--- config.mk ---
export PLATFORM = sky130hd
export DESIGN_NAME = timer_unit
export DESIGN_NICKNAME = d
export VERILOG_FILES = /design/src/rtl/timer_pkg.sv /design/src/rtl/timer_prescaler.sv /design/src/rtl/timer_unit.sv
export SDC_FILE = /design/constraint.sdc
export NUM_CORES = 1
export LEC_CHECK = 0
export CAP_MARGIN = 20
export CORE_MARGIN = 5
export CORE_UTILIZATION = 50
export CTS_CLUSTER_SIZE = 25
export DETAILED_ROUTE_END_ITERATION = 16
export PLACE_DENSITY_LB_ADDON = 0.05
export SLEW_MARGIN = 20
export SYNTH_ARGS = -nofsm -noshare
export SYNTH_HDL_FRONTEND = slang
export SYNTH_SLANG_ARGS = --single-unit
export TNS_END_PERCENT = 20
--- constraint.sdc ---
create_clock -name clk -period 3.03 [get_ports clk]
set_input_delay 0.303 -clock clk [delete_from_list [all_inputs] [get_ports clk]]
set_output_delay 0.303 -clock clk [all_outputs]
set_load 0.05 [all_outputs]
--- src/rtl/timer_pkg.sv ---
// Shared definitions for the bus-mapped timer: register offsets, control bit
// positions and the address decode helper.
package timer_pkg;

  localparam logic [31:0] BASE_DEFAULT = 32'h0000_5000;

  localparam logic [31:0] OFF_CTRL   = 32'h0000_0000;
  localparam logic [31:0] OFF_PRESC  = 32'h0000_0004;
  localparam logic [31:0] OFF_COUNT  = 32'h0000_0008;
  localparam logic [31:0] OFF_CMP    = 32'h0000_000C;
  localparam logic [31:0] OFF_STATUS = 32'h0000_0010;

  localparam int CTRL_EN   = 0;
  localparam int CTRL_AUTO = 1;
  localparam int CTRL_IE   = 2;

  localparam logic [1:0]  MODE_READ  = 2'b01;
  localparam logic [1:0]  MODE_WRITE = 2'b10;
  localparam logic [31:0] CMP_RESET  = 32'hFFFF_FFFF;

  typedef enum logic [2:0] {
    SEL_NONE   = 3'd0,
    SEL_CTRL   = 3'd1,
    SEL_PRESC  = 3'd2,
    SEL_COUNT  = 3'd3,
    SEL_CMP    = 3'd4,
    SEL_STATUS = 3'd5
  } reg_sel_e;

  function automatic reg_sel_e reg_decode(input logic [31:0] addr, input logic [31:0] base);
    reg_sel_e sel;
    if (addr == base + OFF_CTRL)        sel = SEL_CTRL;
    else if (addr == base + OFF_PRESC)  sel = SEL_PRESC;
    else if (addr == base + OFF_COUNT)  sel = SEL_COUNT;
    else if (addr == base + OFF_CMP)    sel = SEL_CMP;
    else if (addr == base + OFF_STATUS) sel = SEL_STATUS;
    else                                sel = SEL_NONE;
    return sel;
  endfunction

endpackage

--- src/rtl/timer_prescaler.sv ---
// Free-running divider: tick is asserted in the cycle where the running count
// equals the programmed divisor, giving one tick every presc+1 enabled cycles.
module timer_prescaler
  import timer_pkg::*;
(
  input  logic        clk,
  input  logic        reset,
  input  logic        enable,
  input  logic        clear,
  input  logic [15:0] presc,
  output logic        tick
);

  logic [15:0] presc_cnt_r;
  logic        tick_s;

  assign tick_s = enable && (presc_cnt_r == presc);
  assign tick   = tick_s;

  // Divider count: a clear from a CTRL/COUNT write restarts the period.
  always_ff @(posedge clk or negedge reset) begin
    if (!reset) begin
      presc_cnt_r <= 16'd0;
    end else if (clear) begin
      presc_cnt_r <= 16'd0;
    end else if (tick_s) begin
      presc_cnt_r <= 16'd0;
    end else if (enable) begin
      presc_cnt_r <= presc_cnt_r + 16'd1;
    end else begin
      presc_cnt_r <= presc_cnt_r;
    end
  end

endmodule

--- src/rtl/timer_unit.sv ---
// Memory-mapped compare timer with prescaler, auto-reload/one-shot modes and
// a single-cycle active-low interrupt pulse on match.
module timer_unit
  import timer_pkg::*;
#(
  parameter logic [31:0] BASE = BASE_DEFAULT
) (
  input  logic        clk,
  input  logic        reset,
  input  logic [31:0] slv_address,
  input  logic [31:0] slv_write_data,
  input  logic [1:0]  slv_mode,
  input  logic        slv_select,
  output logic [31:0] slv_read_data,
  input  logic        ds_cpu_halt,
  output logic        irq_n
);

  logic [2:0]  ctrl_r;
  logic [15:0] presc_r;
  logic [31:0] count_r;
  logic [31:0] cmp_r;
  logic        mf_r;
  logic        irq_n_r;

  reg_sel_e    sel_s;
  logic        wr_s;
  logic        run_s;
  logic        presc_clr_s;
  logic        tick_s;
  logic        match_s;
  logic [31:0] read_data_s;

  assign sel_s       = reg_decode(slv_address, BASE);
  assign wr_s        = (slv_mode == MODE_WRITE) && slv_select;
  assign run_s       = ctrl_r[CTRL_EN] && !ds_cpu_halt;
  assign presc_clr_s = wr_s && ((sel_s == SEL_COUNT) || (sel_s == SEL_CTRL));
  assign match_s     = tick_s && (count_r == cmp_r);

  timer_prescaler u_prescaler (
    .clk    (clk),
    .reset  (reset),
    .enable (run_s),
    .clear  (presc_clr_s),
    .presc  (presc_r),
    .tick   (tick_s)
  );

  // Register file and counter; bus writes take priority over match updates.
  always_ff @(posedge clk or negedge reset) begin
    if (!reset) begin
      ctrl_r  <= 3'd0;
      presc_r <= 16'd0;
      count_r <= 32'd0;
      cmp_r   <= CMP_RESET;
      mf_r    <= 1'b0;
      irq_n_r <= 1'b1;
    end else begin
      if (wr_s && (sel_s == SEL_CTRL)) begin
        ctrl_r <= slv_write_data[2:0];
      end else if (match_s && !ctrl_r[CTRL_AUTO]) begin
        ctrl_r[CTRL_EN] <= 1'b0;
      end else begin
        ctrl_r <= ctrl_r;
      end

      if (wr_s && (sel_s == SEL_PRESC)) begin
        presc_r <= slv_write_data[15:0];
      end else begin
        presc_r <= presc_r;
      end

      if (wr_s && (sel_s == SEL_CMP)) begin
        cmp_r <= slv_write_data;
      end else begin
        cmp_r <= cmp_r;
      end

      if (wr_s && (sel_s == SEL_COUNT)) begin
        count_r <= slv_write_data;
      end else if (match_s) begin
        count_r <= ctrl_r[CTRL_AUTO] ? 32'd0 : count_r;
      end else if (tick_s) begin
        count_r <= count_r + 32'd1;
      end else begin
        count_r <= count_r;
      end

      // A match in the same cycle as a write-1-clear keeps the flag set.
      if (match_s) begin
        mf_r <= 1'b1;
      end else if (wr_s && (sel_s == SEL_STATUS) && slv_write_data[0]) begin
        mf_r <= 1'b0;
      end else begin
        mf_r <= mf_r;
      end

      irq_n_r <= ~(match_s && ctrl_r[CTRL_IE]);
    end
  end

  // Read mux, ungated by select or mode.
  always_comb begin
    read_data_s = 32'd0;
    case (sel_s)
      SEL_CTRL:   read_data_s = {29'd0, ctrl_r};
      SEL_PRESC:  read_data_s = {16'd0, presc_r};
      SEL_COUNT:  read_data_s = count_r;
      SEL_CMP:    read_data_s = cmp_r;
      SEL_STATUS: read_data_s = {31'd0, mf_r};
      default:    read_data_s = 32'd0;
    endcase
  end

  assign slv_read_data = read_data_s;
  assign irq_n         = irq_n_r;

endmodule

==> metrics.txt, run 1 <==
status=finished with violations; failing checks=hold timing; Rel. slew slack=a little under two fifths; Clk pin slew, worst setup/hold paths=0.07 ns; full die area=14600 um2; Final Critical Period=2.79 ns; Async SR Flop Fraction=100%; Critical Path Start Type=register; final hold viol count=27; Req. time, crit path=3.32 ns; GRT Residual Overflow=0; Finish-stage setup viols=0; Top Ports=just over 100; Worst Setup End Kind=register; Site Rows=40; count of flip-flops with a built-in enable after synthesis=0; leakage=3.57 nW; PortBufs=approximately 100; Avg Cell Area, Syn=9.34 um2; cell count after synthesis=657; Worst EP arrival=3.08 ns; peak supply drop=0.000342 V; Layout area overhead=31.5%; Ys Warns=0; # diodes=0; Crit Path Max Fanout=10; post-detail-place hpwl=13300 um; CTS tree=done; GPL Wtd Cong=0.870; RSZ-0062 raised after global routing=no; largest net degree at the start of global routing=49; Die Y=121 um; Initial Util=slightly above 50%; Yosys top cell by area=dfrtp_1; reg2reg end=count_r[5]$_DFFE_PN0P_; final hold slack=-0.0306 ns; routed vias/inst=6.06; Pre-Repair DR Iteration Count=5; most frequent cells in the layout=69 x clkdlybuf4s50_1, 68 x dfrtp_1, 67 x nand2_1, 63 x nor2_1, 50 x mux2_2; root buf cell=clkbuf_16; CTS Buf Count=9; Min-Delay Path Class=in2async; Power Density=346 nW/um2; Tot GR Track Use=25.4%; Yosys cell types=55; Crit Path Class=reg2reg; clock sinks=101; Clock Latency Late Sink=0.36 ns; Worst Tran Pin Value=0.941 ns; DRC=0; reg2reg setup slack=0.24 ns; Avg WL per Cell=20.0 um; CTS Buffer Depth=2; share of cells above drive strength 1=22.9%; Syn Std Cell Area=6130 um2; Post-DRT Antenna Nets=0; number of max-cap violations=0; initial antenna violation count=0; clk_skew=0.0100 ns; fmax=359 MHz; DR vias=approximately 5500; number of H-tree levels=3; Final Cycle Share=between 90 and 100%; DRT iter0 DRCs=360; Die W=121 um; FF+latch count, synth=101; vias in the first global route=~5700; Final nets=827; top area cells in the synthesized netlist=dfrtp_1 28%, dfstp_2 14%, mux2_2 9.2%, xor2_1 7.0%, nand2_1 4.1%; global-route wire length before repair=29400 um; Reg-to-Reg Start=u_prescaler.presc_cnt_r[7]$_DFFE_PN0P_; fill count=about 990; Seq/Total Area, Yosys=a little over two fifths; Post-Route WL=18100 um; most common cell after layout, fill and taps aside=clkdlybuf4s50_1; setup TNS=0 ns; r2r worst-path depth=7; Final Slew Violations=0; Syn Nets=729; share of the synthesized area in the top cell type=between 20% and 30%; Synth Flop Type=dfrtp_1; CORE AREA=12000 um2
[cells by family after synthesis]
family	synth area share (%)
and+or+nand+nor	21.8
xor gates and xnor gates	8.71
buffers and inverters	3.22
muxes	12.4
AOI/OAI and AO/OA	11.6
adders and majority gates	0.408
DFF	41.9
[repair_timing]
action                     CTS  global route
setup buffers                0             0
hold buffers                 0             0
setup endpoints to repair    0            12
gates resized for setup      0             1
[stage by stage]
step | util, % | setup WS (ns) | total power [mW] | area [um2] | instances
finish | 67.2 | 0.243 | 2.79 | 8070 | 907
global route | 67.2 | 0.0202 | 2.88 | 8070 | 907
CTS | 67.1 | 0.121 | 2.81 | 8060 | 907
detailed placement | 64.4 | 0.0819 | 1.54 | 7740 | 891
global placement | 64.4 | 0.208 | 1.54 | 7740 | 891
floorplan | - | 0.204 | 1.40 | 6130 | 657
[per-layer routing]
layer	vias up	part of all wire [%]	global-route usage, %
met3	34	5.8	5.05
li1	2547	-	-
met5	-	0	0
met1	2726	43	34.1
met4	0	2.3	8.14
met2	186	49	41.5
[report_power, final]
group	switching, mW	internal (mW)	total [mW]
combinational	0.0722	0.0915	0.164
clock	0.534	0.746	1.28
sequential	0.000000868	1.35	1.35
total	0.606	2.19	2.79
[final cells by class]
cell class	instances	area, um2	area share (%)
Multi-Input combinational cell	505	3380	41.9
Sequential cell	101	2570	31.8
Timing Repair Buffer	131	1580	19.6
Clock buffer	10	239	2.96
Tap cell	147	184	2.28
Clock inverter	6	86.3	1.07
Inverter	7	26.3	0.326
[worst max path at each step]
stage                                           start                       to  slack [ns]  depth (start not counted)
4_1_cts                               slv_address[21]        slv_read_data[16]        0.12                          8
3_3_place_gp                          slv_address[21]    cmp_r[17]$_DFFE_PN1P_        0.21                          9
6_report       u_prescaler.presc_cnt_r[7]$_DFFE_PN0P_   count_r[5]$_DFFE_PN0P_        0.24                          7
5_1_grt        u_prescaler.presc_cnt_r[7]$_DFFE_PN0P_  count_r[10]$_DFFE_PN0P_        0.02                          7
2_1_floorplan                         slv_address[28]        slv_read_data[16]        0.20                          7
3_5_place_dp                          slv_address[21]    cmp_r[16]$_DFFE_PN1P_        0.08                          9
[cells in the mapped netlist, drive strengths merged, types with 18 or more instances]
cell type	count
a21oi	23
a22o	20
clkbuf	32
dfrtp	68
dfstp	33
mux2	50
nand2	67
nand3	39
nor2	64
nor4	22
o21ai	18
xor2	49
[worst max-delay path: stages, from the launching register on]
cell     delay [ns]
dfrtp_1        0.44
xor2_1         0.19
nor4_1         0.29
nand2_1        0.14
or4_4          0.56
or3_1          0.58
or4_1          0.47
nand3_1        0.08
[state kept, by name (all words and copies together) (netlist names)]
register                 count
irq_n                        1
count_r                     32
ctrl_r                       3
presc_r                     16
mf_r                         1
u_prescaler.presc_cnt_r     16
cmp_r                       32
(Power assumes the default switching activity.)
==> run 2: changes to the inputs <==
- CTS_CLUSTER_DIAMETER: default -> 50
==> results of run 2 <==
Final layout, timing and power as in run 1 (identical DEF).
